--- src/rtl/sc_tx_if.sv ---
// sc_tx_if - bundle between the stream-cipher datapath / UART buffer and the
// output scheduler (sc_tx_sched).
//
// Signals
//   enc_byte_vld, enc_byte  new ciphertext byte (1-cycle pulse + data)
//   dec_char_vld, dec_char  new decrypted char (1-cycle pulse + data)
//   eol                     end-of-line pulse
//   tx_ready                UART transmit buffer can take a char this cycle
//   tx_data_rdy, tx_data    char offered to the UART, held until accepted
//   busy                    scheduler has queued or in-flight work
//   ovf                     sticky: an input was dropped
//   count                   queued entries, including the one being emitted
//
// Modports
//   master  datapath/UART side (drives inputs, observes outputs)
//   slave   scheduler side
interface sc_tx_if #(
    parameter int DEPTH_W = 2
);
    logic               enc_byte_vld;
    logic [7:0]         enc_byte;
    logic               dec_char_vld;
    logic [7:0]         dec_char;
    logic               eol;
    logic               tx_ready;
    logic               tx_data_rdy;
    logic [7:0]         tx_data;
    logic               busy;
    logic               ovf;
    logic [DEPTH_W:0]   count;

    modport master (
        output enc_byte_vld, enc_byte, dec_char_vld, dec_char, eol, tx_ready,
        input  tx_data_rdy, tx_data, busy, ovf, count
    );

    modport slave (
        input  enc_byte_vld, enc_byte, dec_char_vld, dec_char, eol, tx_ready,
        output tx_data_rdy, tx_data, busy, ovf, count
    );
endinterface

--- src/rtl/sc_tx_sched.sv ---
// sc_tx_sched - output scheduler between the stream-cipher datapath and the
// UART transmit buffer.
//
// Queues ciphertext bytes, plaintext chars and end-of-line events, then
// expands each entry into the characters the UART must see:
//   encrypt byte -> two uppercase ASCII hex digits
//   decrypt char -> the char itself
//   end-of-line  -> CR, LF
// Output is paced by tx_data_rdy/tx_ready so the datapath never stalls.
//
// Ports
//   clk   system clock
//   rst   synchronous reset, active-low
//   bus   sc_tx_if.slave (inputs: enc/dec/eol pulses, tx_ready;
//         outputs: tx_data_rdy, tx_data, busy, ovf, count)
module sc_tx_sched #(
    parameter int DEPTH   = 4,
    parameter int DEPTH_W = 2
) (
    input  logic   clk,
    input  logic   rst,
    sc_tx_if.slave bus
);

    localparam logic [1:0] TYPE_ENC = 2'd0;
    localparam logic [1:0] TYPE_DEC = 2'd1;
    localparam logic [1:0] TYPE_EOL = 2'd2;

    localparam logic [2:0] S_IDLE = 3'd0;
    localparam logic [2:0] S_HI   = 3'd1;
    localparam logic [2:0] S_LO   = 3'd2;
    localparam logic [2:0] S_CHR  = 3'd3;
    localparam logic [2:0] S_CR   = 3'd4;
    localparam logic [2:0] S_LF   = 3'd5;

    // Entry layout: {type[1:0], data[7:0]}
    logic [9:0]         mem [DEPTH];
    logic [DEPTH_W-1:0] rd_ptr;
    logic [DEPTH_W-1:0] wr_ptr;
    logic [DEPTH_W-1:0] rd_ptr_inc;
    logic [DEPTH_W:0]   cnt;
    logic               eol_pend;
    logic               ovf_r;
    logic [2:0]         state;
    logic [7:0]         tx_data_r;

    logic               xfer;
    logic               pop;
    logic               full;
    logic               push_req;
    logic               push;
    logic [9:0]         push_entry;
    logic               eol_pend_nxt;
    logic               drop;
    logic [9:0]         head;
    logic [9:0]         next_head;

    function automatic logic [7:0] hex(input logic [3:0] n);
        hex = (n < 4'd10) ? (8'h30 + {4'h0, n}) : (8'h37 + {4'h0, n});
    endfunction

    function automatic logic [2:0] entry_state(input logic [1:0] t);
        case (t)
            TYPE_ENC: entry_state = S_HI;
            TYPE_DEC: entry_state = S_CHR;
            default:  entry_state = S_CR;
        endcase
    endfunction

    function automatic logic [7:0] entry_char(input logic [9:0] e);
        case (e[9:8])
            TYPE_ENC: entry_char = hex(e[7:4]);
            TYPE_DEC: entry_char = e[7:0];
            default:  entry_char = 8'h0D;
        endcase
    endfunction

    assign rd_ptr_inc = rd_ptr + 1'b1;
    assign head       = mem[rd_ptr];
    assign next_head  = mem[rd_ptr_inc];

    assign xfer = (state != S_IDLE) && bus.tx_ready;
    // The last character of an entry releases its queue slot.
    assign pop  = xfer && ((state == S_LO) || (state == S_CHR) || (state == S_LF));
    // DEPTH is a power of two and cnt never exceeds it, so the MSB means full.
    assign full = cnt[DEPTH_W];

    // Push arbitration. A pending EOL wins; a byte coincident with eol wins
    // and parks the eol in eol_pend for the next cycle; a lone eol goes
    // straight in so it can follow a byte already queued without a bubble.
    always_comb begin
        push_req     = 1'b0;
        push_entry   = '0;
        eol_pend_nxt = eol_pend;
        drop         = 1'b0;
        if (eol_pend) begin
            push_req     = 1'b1;
            push_entry   = {TYPE_EOL, 8'h00};
            eol_pend_nxt = bus.eol;
            drop         = bus.enc_byte_vld | bus.dec_char_vld;
        end else if (bus.enc_byte_vld) begin
            push_req     = 1'b1;
            push_entry   = {TYPE_ENC, bus.enc_byte};
            eol_pend_nxt = bus.eol;
            drop         = bus.dec_char_vld;
        end else if (bus.dec_char_vld) begin
            push_req     = 1'b1;
            push_entry   = {TYPE_DEC, bus.dec_char};
            eol_pend_nxt = bus.eol;
        end else if (bus.eol) begin
            push_req     = 1'b1;
            push_entry   = {TYPE_EOL, 8'h00};
        end
        // A same-cycle pop frees the slot, so a full queue can still accept.
        push = push_req && (!full || pop);
        if (push_req && !push) begin
            drop = 1'b1;
        end
    end

    // Queue storage carries no reset; validity is tracked by the pointers.
    always_ff @(posedge clk) begin
        if (push) begin
            mem[wr_ptr] <= push_entry;
        end
    end

    always_ff @(posedge clk) begin
        if (!rst) begin
            rd_ptr   <= '0;
            wr_ptr   <= '0;
            cnt      <= '0;
            eol_pend <= 1'b0;
            ovf_r    <= 1'b0;
        end else begin
            if (push) begin
                wr_ptr <= wr_ptr + 1'b1;
            end
            if (pop) begin
                rd_ptr <= rd_ptr_inc;
            end
            case ({push, pop})
                2'b10:   cnt <= cnt + 1'b1;
                2'b01:   cnt <= cnt - 1'b1;
                default: cnt <= cnt;
            endcase
            eol_pend <= eol_pend_nxt;
            if (drop) begin
                ovf_r <= 1'b1;
            end
        end
    end

    // Output FSM. tx_data is loaded together with the state it belongs to.
    // At a popping transfer the decision uses the pre-push count, so an
    // entry pushed on that same edge is picked up via IDLE.
    always_ff @(posedge clk) begin
        if (!rst) begin
            state     <= S_IDLE;
            tx_data_r <= 8'h00;
        end else begin
            case (state)
                S_IDLE: begin
                    if (cnt != '0) begin
                        state     <= entry_state(head[9:8]);
                        tx_data_r <= entry_char(head);
                    end
                end
                S_HI: begin
                    if (xfer) begin
                        state     <= S_LO;
                        tx_data_r <= hex(head[3:0]);
                    end
                end
                S_CR: begin
                    if (xfer) begin
                        state     <= S_LF;
                        tx_data_r <= 8'h0A;
                    end
                end
                S_LO, S_CHR, S_LF: begin
                    if (xfer) begin
                        if (cnt > {{DEPTH_W{1'b0}}, 1'b1}) begin
                            state     <= entry_state(next_head[9:8]);
                            tx_data_r <= entry_char(next_head);
                        end else begin
                            state <= S_IDLE;
                        end
                    end
                end
                default: begin
                    state <= S_IDLE;
                end
            endcase
        end
    end

    assign bus.tx_data_rdy = (state != S_IDLE);
    assign bus.tx_data     = tx_data_r;
    assign bus.busy        = (cnt != '0) | eol_pend;
    assign bus.ovf         = ovf_r;
    assign bus.count       = cnt;

endmodule
--- src/flat_wrapper.sv ---
// flat-port wrapper written by rule: the top's interface ports become plain ports
module sc_tx_sched_flat 
#(
    parameter int DEPTH   = 4,
    parameter int DEPTH_W = 2
)
  (clk, rst, bus_enc_byte_vld, bus_enc_byte, bus_dec_char_vld, bus_dec_char, bus_eol, bus_tx_ready, bus_tx_data_rdy, bus_tx_data, bus_busy, bus_ovf, bus_count);
  sc_tx_if #(.DEPTH_W(DEPTH_W)) bus_i ();
  input  logic clk;
  input  logic rst;
  input wire logic [$bits(bus_i.enc_byte_vld)-1:0] bus_enc_byte_vld;
  input wire logic [$bits(bus_i.enc_byte)-1:0] bus_enc_byte;
  input wire logic [$bits(bus_i.dec_char_vld)-1:0] bus_dec_char_vld;
  input wire logic [$bits(bus_i.dec_char)-1:0] bus_dec_char;
  input wire logic [$bits(bus_i.eol)-1:0] bus_eol;
  input wire logic [$bits(bus_i.tx_ready)-1:0] bus_tx_ready;
  output wire logic [$bits(bus_i.tx_data_rdy)-1:0] bus_tx_data_rdy;
  output wire logic [$bits(bus_i.tx_data)-1:0] bus_tx_data;
  output wire logic [$bits(bus_i.busy)-1:0] bus_busy;
  output wire logic [$bits(bus_i.ovf)-1:0] bus_ovf;
  output wire logic [$bits(bus_i.count)-1:0] bus_count;
  assign bus_i.enc_byte_vld = bus_enc_byte_vld;
  assign bus_i.enc_byte = bus_enc_byte;
  assign bus_i.dec_char_vld = bus_dec_char_vld;
  assign bus_i.dec_char = bus_dec_char;
  assign bus_i.eol = bus_eol;
  assign bus_i.tx_ready = bus_tx_ready;
  assign bus_tx_data_rdy = bus_i.tx_data_rdy;
  assign bus_tx_data = bus_i.tx_data;
  assign bus_busy = bus_i.busy;
  assign bus_ovf = bus_i.ovf;
  assign bus_count = bus_i.count;
  sc_tx_sched #(.DEPTH(DEPTH), .DEPTH_W(DEPTH_W)) u_core (.clk(clk), .rst(rst), .bus(bus_i));
endmodule
--- config.mk ---
export PLATFORM = sky130hd
export DESIGN_NAME = sc_tx_sched_flat
export DESIGN_NICKNAME = d
export VERILOG_FILES = /design/src/rtl/sc_tx_if.sv /design/src/rtl/sc_tx_sched.sv /design/src/flat_wrapper.sv
export SDC_FILE = /design/constraint.sdc
export NUM_CORES = 1
export LEC_CHECK = 0
export CORE_MARGIN = 10
export CORE_UTILIZATION = 30
export CTS_CLUSTER_DIAMETER = 100
export DETAILED_ROUTE_END_ITERATION = 7
export GPL_ROUTABILITY_DRIVEN = 0
export PLACE_DENSITY = 0.56
export SLEW_MARGIN = 25
export SYNTH_ARGS = -nofsm -noshare
export SYNTH_HDL_FRONTEND = slang
export SYNTH_SLANG_ARGS = --single-unit
export TNS_END_PERCENT = 50
--- constraint.sdc ---
create_clock -name clk -period 2.91 [get_ports clk]
set_input_delay 0.4365 -clock clk [delete_from_list [all_inputs] [get_ports clk]]
set_output_delay 0.4365 -clock clk [all_outputs]
set_load 0.01 [all_outputs]
==> results.cfg <==
[floorplan]
initial_core_util = 0.303
die_w_um = 130
dieArea_sq_um = 16800
num_rows = 40
die_y_um = 130
ios = 36
coreArea_sq_um = 11900

[timing]
period_needed_ns = 2.49
fmax_ghz = 0.401
finalSetupTns_ns = 0
timing.hold.ws_ns = 0.450
maxSlewViolCount = 0
slew_headroom = 0.454
setup_viol = 0
fin_skew_ns = 0.00505
rsz0062_at_grt = false
hold_violations = 0
period_share = 0.856
tightest_slew_ns = 0.816

[power]
powerDensity_nw_per_um2 = 1030
p_leak_nw = 1.59
ir_drop_mv = 0.358

[cells_and_area]
drive_gt1_frac = 0.137
final_cells = 513
nFillCells = 1136
antennaDiodeCount = 0
fin_nets = 395
area_growth_pct = 22.7

[synthesis]
synth_edf_count = 40
ys.flop_type = edfxtp_1
netlist_instances = 319
synth_fp_nets = 353
yosys.area.top_type = edfxtp_1
synthDistinctLibCells = 62
synth-seq-cells = 62
synth_area_per_cell_sq_um = 11.3
synth_top_area_share = 0.333
syn_area_sq_um = 3610
synth_area_leaders = edfxtp_1 (33%), dfxtp_1 (12%), mux4_2 (7.5%)
yosys_warnings = 0
synth_seq_area_share = 0.454
synthArstFlopShare = 0

[setup_path]
rrSetupSlack_ns = 0.42
critPathBufInv = 2
path_class = flip-flop to flip-flop
worstPathArrival_ns = 2.74
cp-start-kind = flip-flop
crit_slowest_cell = ha_1
worstPathCellList = buf_4, nand3b_1, nand2_1, nand2_1, a21oi_2, inv_1, ha_1, or3_1, a21boi_0
cp-end-kind = flip-flop
path_delay_family = simple AND/OR/NAND/NOR gates
cp_max_fo = 14
slowest_delay_ns = 0.37
worstPathRequired_ns = 3.16
cpMostUsedCell = nand2_1

[clock_tree]
clk_pin_slew_ns = 0.06
cts-htree-levels = 3
cts_max_path_buffers = 2
ctsResizeCount = 0
cts_buffers = 9
tritoncts = yes
hold_buffers = 0
clock_sinks = 62
cts-root-buf = clkbuf_16
clock_latency_ns = 0.33
cts_setup_buffers = 0

[global_route]
grt_max_degree = 24
overflow = 0
grt.total_usage = 0.101
grt_pass1_vias = 2636
antenna_found_initial = 0
grt_first_pass_wirelength_um = 13400

[routing]
drt-initial-drc-count = 214
ant_nets = 0
vias_per_cell = 5.20
vias = 2667
routedWlPerCell_um = 16.2
drt-pass1-iter-count = 5
drt_wl_total_um = 8320
drc = 0

[outcome]
status = finished, final reports clean

[place]
dp_hpwl_um = 6280
dp_cells = 497
port-buffer-count = 35

[run]
maxCapViolations = 0

[hold_path]
hold_class = flip-flop to flip-flop
## report_power, final
| part | internal [mW] | switching (mW) | total, mW |
|---|---|---|---|
| logic | 0.965 | 1.20 | 2.17 |
| registers | 1.21 | 0.134 | 1.34 |
| clock network | 0.674 | 0.403 | 1.08 |
## tightest hold or removal path, stage by stage (launching register included)
cell and delay [ns]:
dfxtp_1 0.31, nand2_1 0.05, o21ai_1 0.05
## worst paths after layout
check	to	from	cells after the start
setup reg to reg	u_core.bus.count[2]$_SDFFE_PN0P_	u_core.state[1]$_SDFFE_PN0P_	9
setup / recovery	u_core.bus.count[2]$_SDFFE_PN0P_	u_core.state[1]$_SDFFE_PN0P_	9
hold / removal	u_core.bus.tx_data[3]$_SDFFE_PN0P_	u_core.bus.tx_data[3]$_SDFFE_PN0P_	2
hold reg to reg	u_core.bus.tx_data[3]$_SDFFE_PN0P_	u_core.bus.tx_data[3]$_SDFFE_PN0P_	2
## sequential cells by signal, summed over array words and instances (netlist names), named ones only
| signal | cells |
|---|---|
| u_core.bus.count | 3 |
| u_core.bus.tx_data | 8 |
| u_core.wr_ptr | 2 |
| u_core.eol_pend | 1 |
| u_core.state | 3 |
| u_core.mem | 40 |
| u_core.bus.ovf | 1 |
| u_core.rd_ptr | 2 |
## kinds of logic (layout without fill, tap and decap cells)
group           count (synthesis)  count (layout)  share of synthesized area
simple gates                   99              99                      0.144
compound gates                 82              82                      0.149
flops                          62              62                      0.454
fa+ha+maj                      13              13                     0.0443
buf+inv                        30              77                     0.0447
xor+xnor                        7               7                     0.0170
mux                            26              26                      0.147
## final cells by class
cell class,count,area [sq um],share of cell area
clock inverters,7,81.3,0.0184
repair buffers,46,433,0.0977
well taps,147,184,0.0415
inverters,15,56.3,0.0127
flip-flops and latches,62,1640,0.371
multi-input cells,227,1810,0.408
clock buffers,9,225,0.0508
## Yosys cell counts (7+ instances only)
cell type	number
nor2_1	20
ha_1	12
o21ai_0	14
dfxtp_1	22
clkbuf_1	8
inv_1	14
mux4_1	7
xnor2_1	7
nand2_1	22
mux4_2	12
a21oi_1	20
nor3_1	7
a22oi_1	9
nor2b_1	7
and2_1	12
edfxtp_1	40
## stage by stage
stage	cell area [sq um]	setup slack (ns)	utilization	power, mW
global placement	4120	0.466	0.346	3.52
detailed placement	4120	0.432	0.346	3.52
finish	4430	0.418	0.372	4.59
global route	4430	0.275	0.372	4.93
CTS	4430	0.424	0.372	4.62
floorplan	3610	0.762	-	2.90
## placed cells by master (no fill, tap or decap), types with 3 or more instances in the layout
master	count
nand2_1	22
inv_6	3
mux4_2	12
edfxtp_1	40
mux2i_1	3
nor4b_1	3
inv_1	14
a31oi_1	4
a21oi_1	20
nor2_1	20
nor3_1	7
dfxtp_1	22
nor2b_1	7
clkbuf_16	9
buf_4	11
ha_1	12
and2_1	12
o21ai_1	6
a22oi_1	9
nand3_1	5
clkdlybuf4s50_1	35
mux4_1	7
nand2b_1	6
o21ai_0	14
mux2_2	3
xnor2_1	7
## metal layers
| metal | GRT usage | part of all wire | up-vias |
|---|---|---|---|
| met1 | 0.134 | 0.49 | 1290 |
| met5 | 0 | 0 | - |
| met3 | 0.0239 | 0.047 | 6 |
| met2 | 0.159 | 0.46 | 68 |
| li1 | - | - | 1303 |
| met4 | 0.0298 | 0.0058 | 0 |
Note: power is estimated with default switching activity, not from simulation.
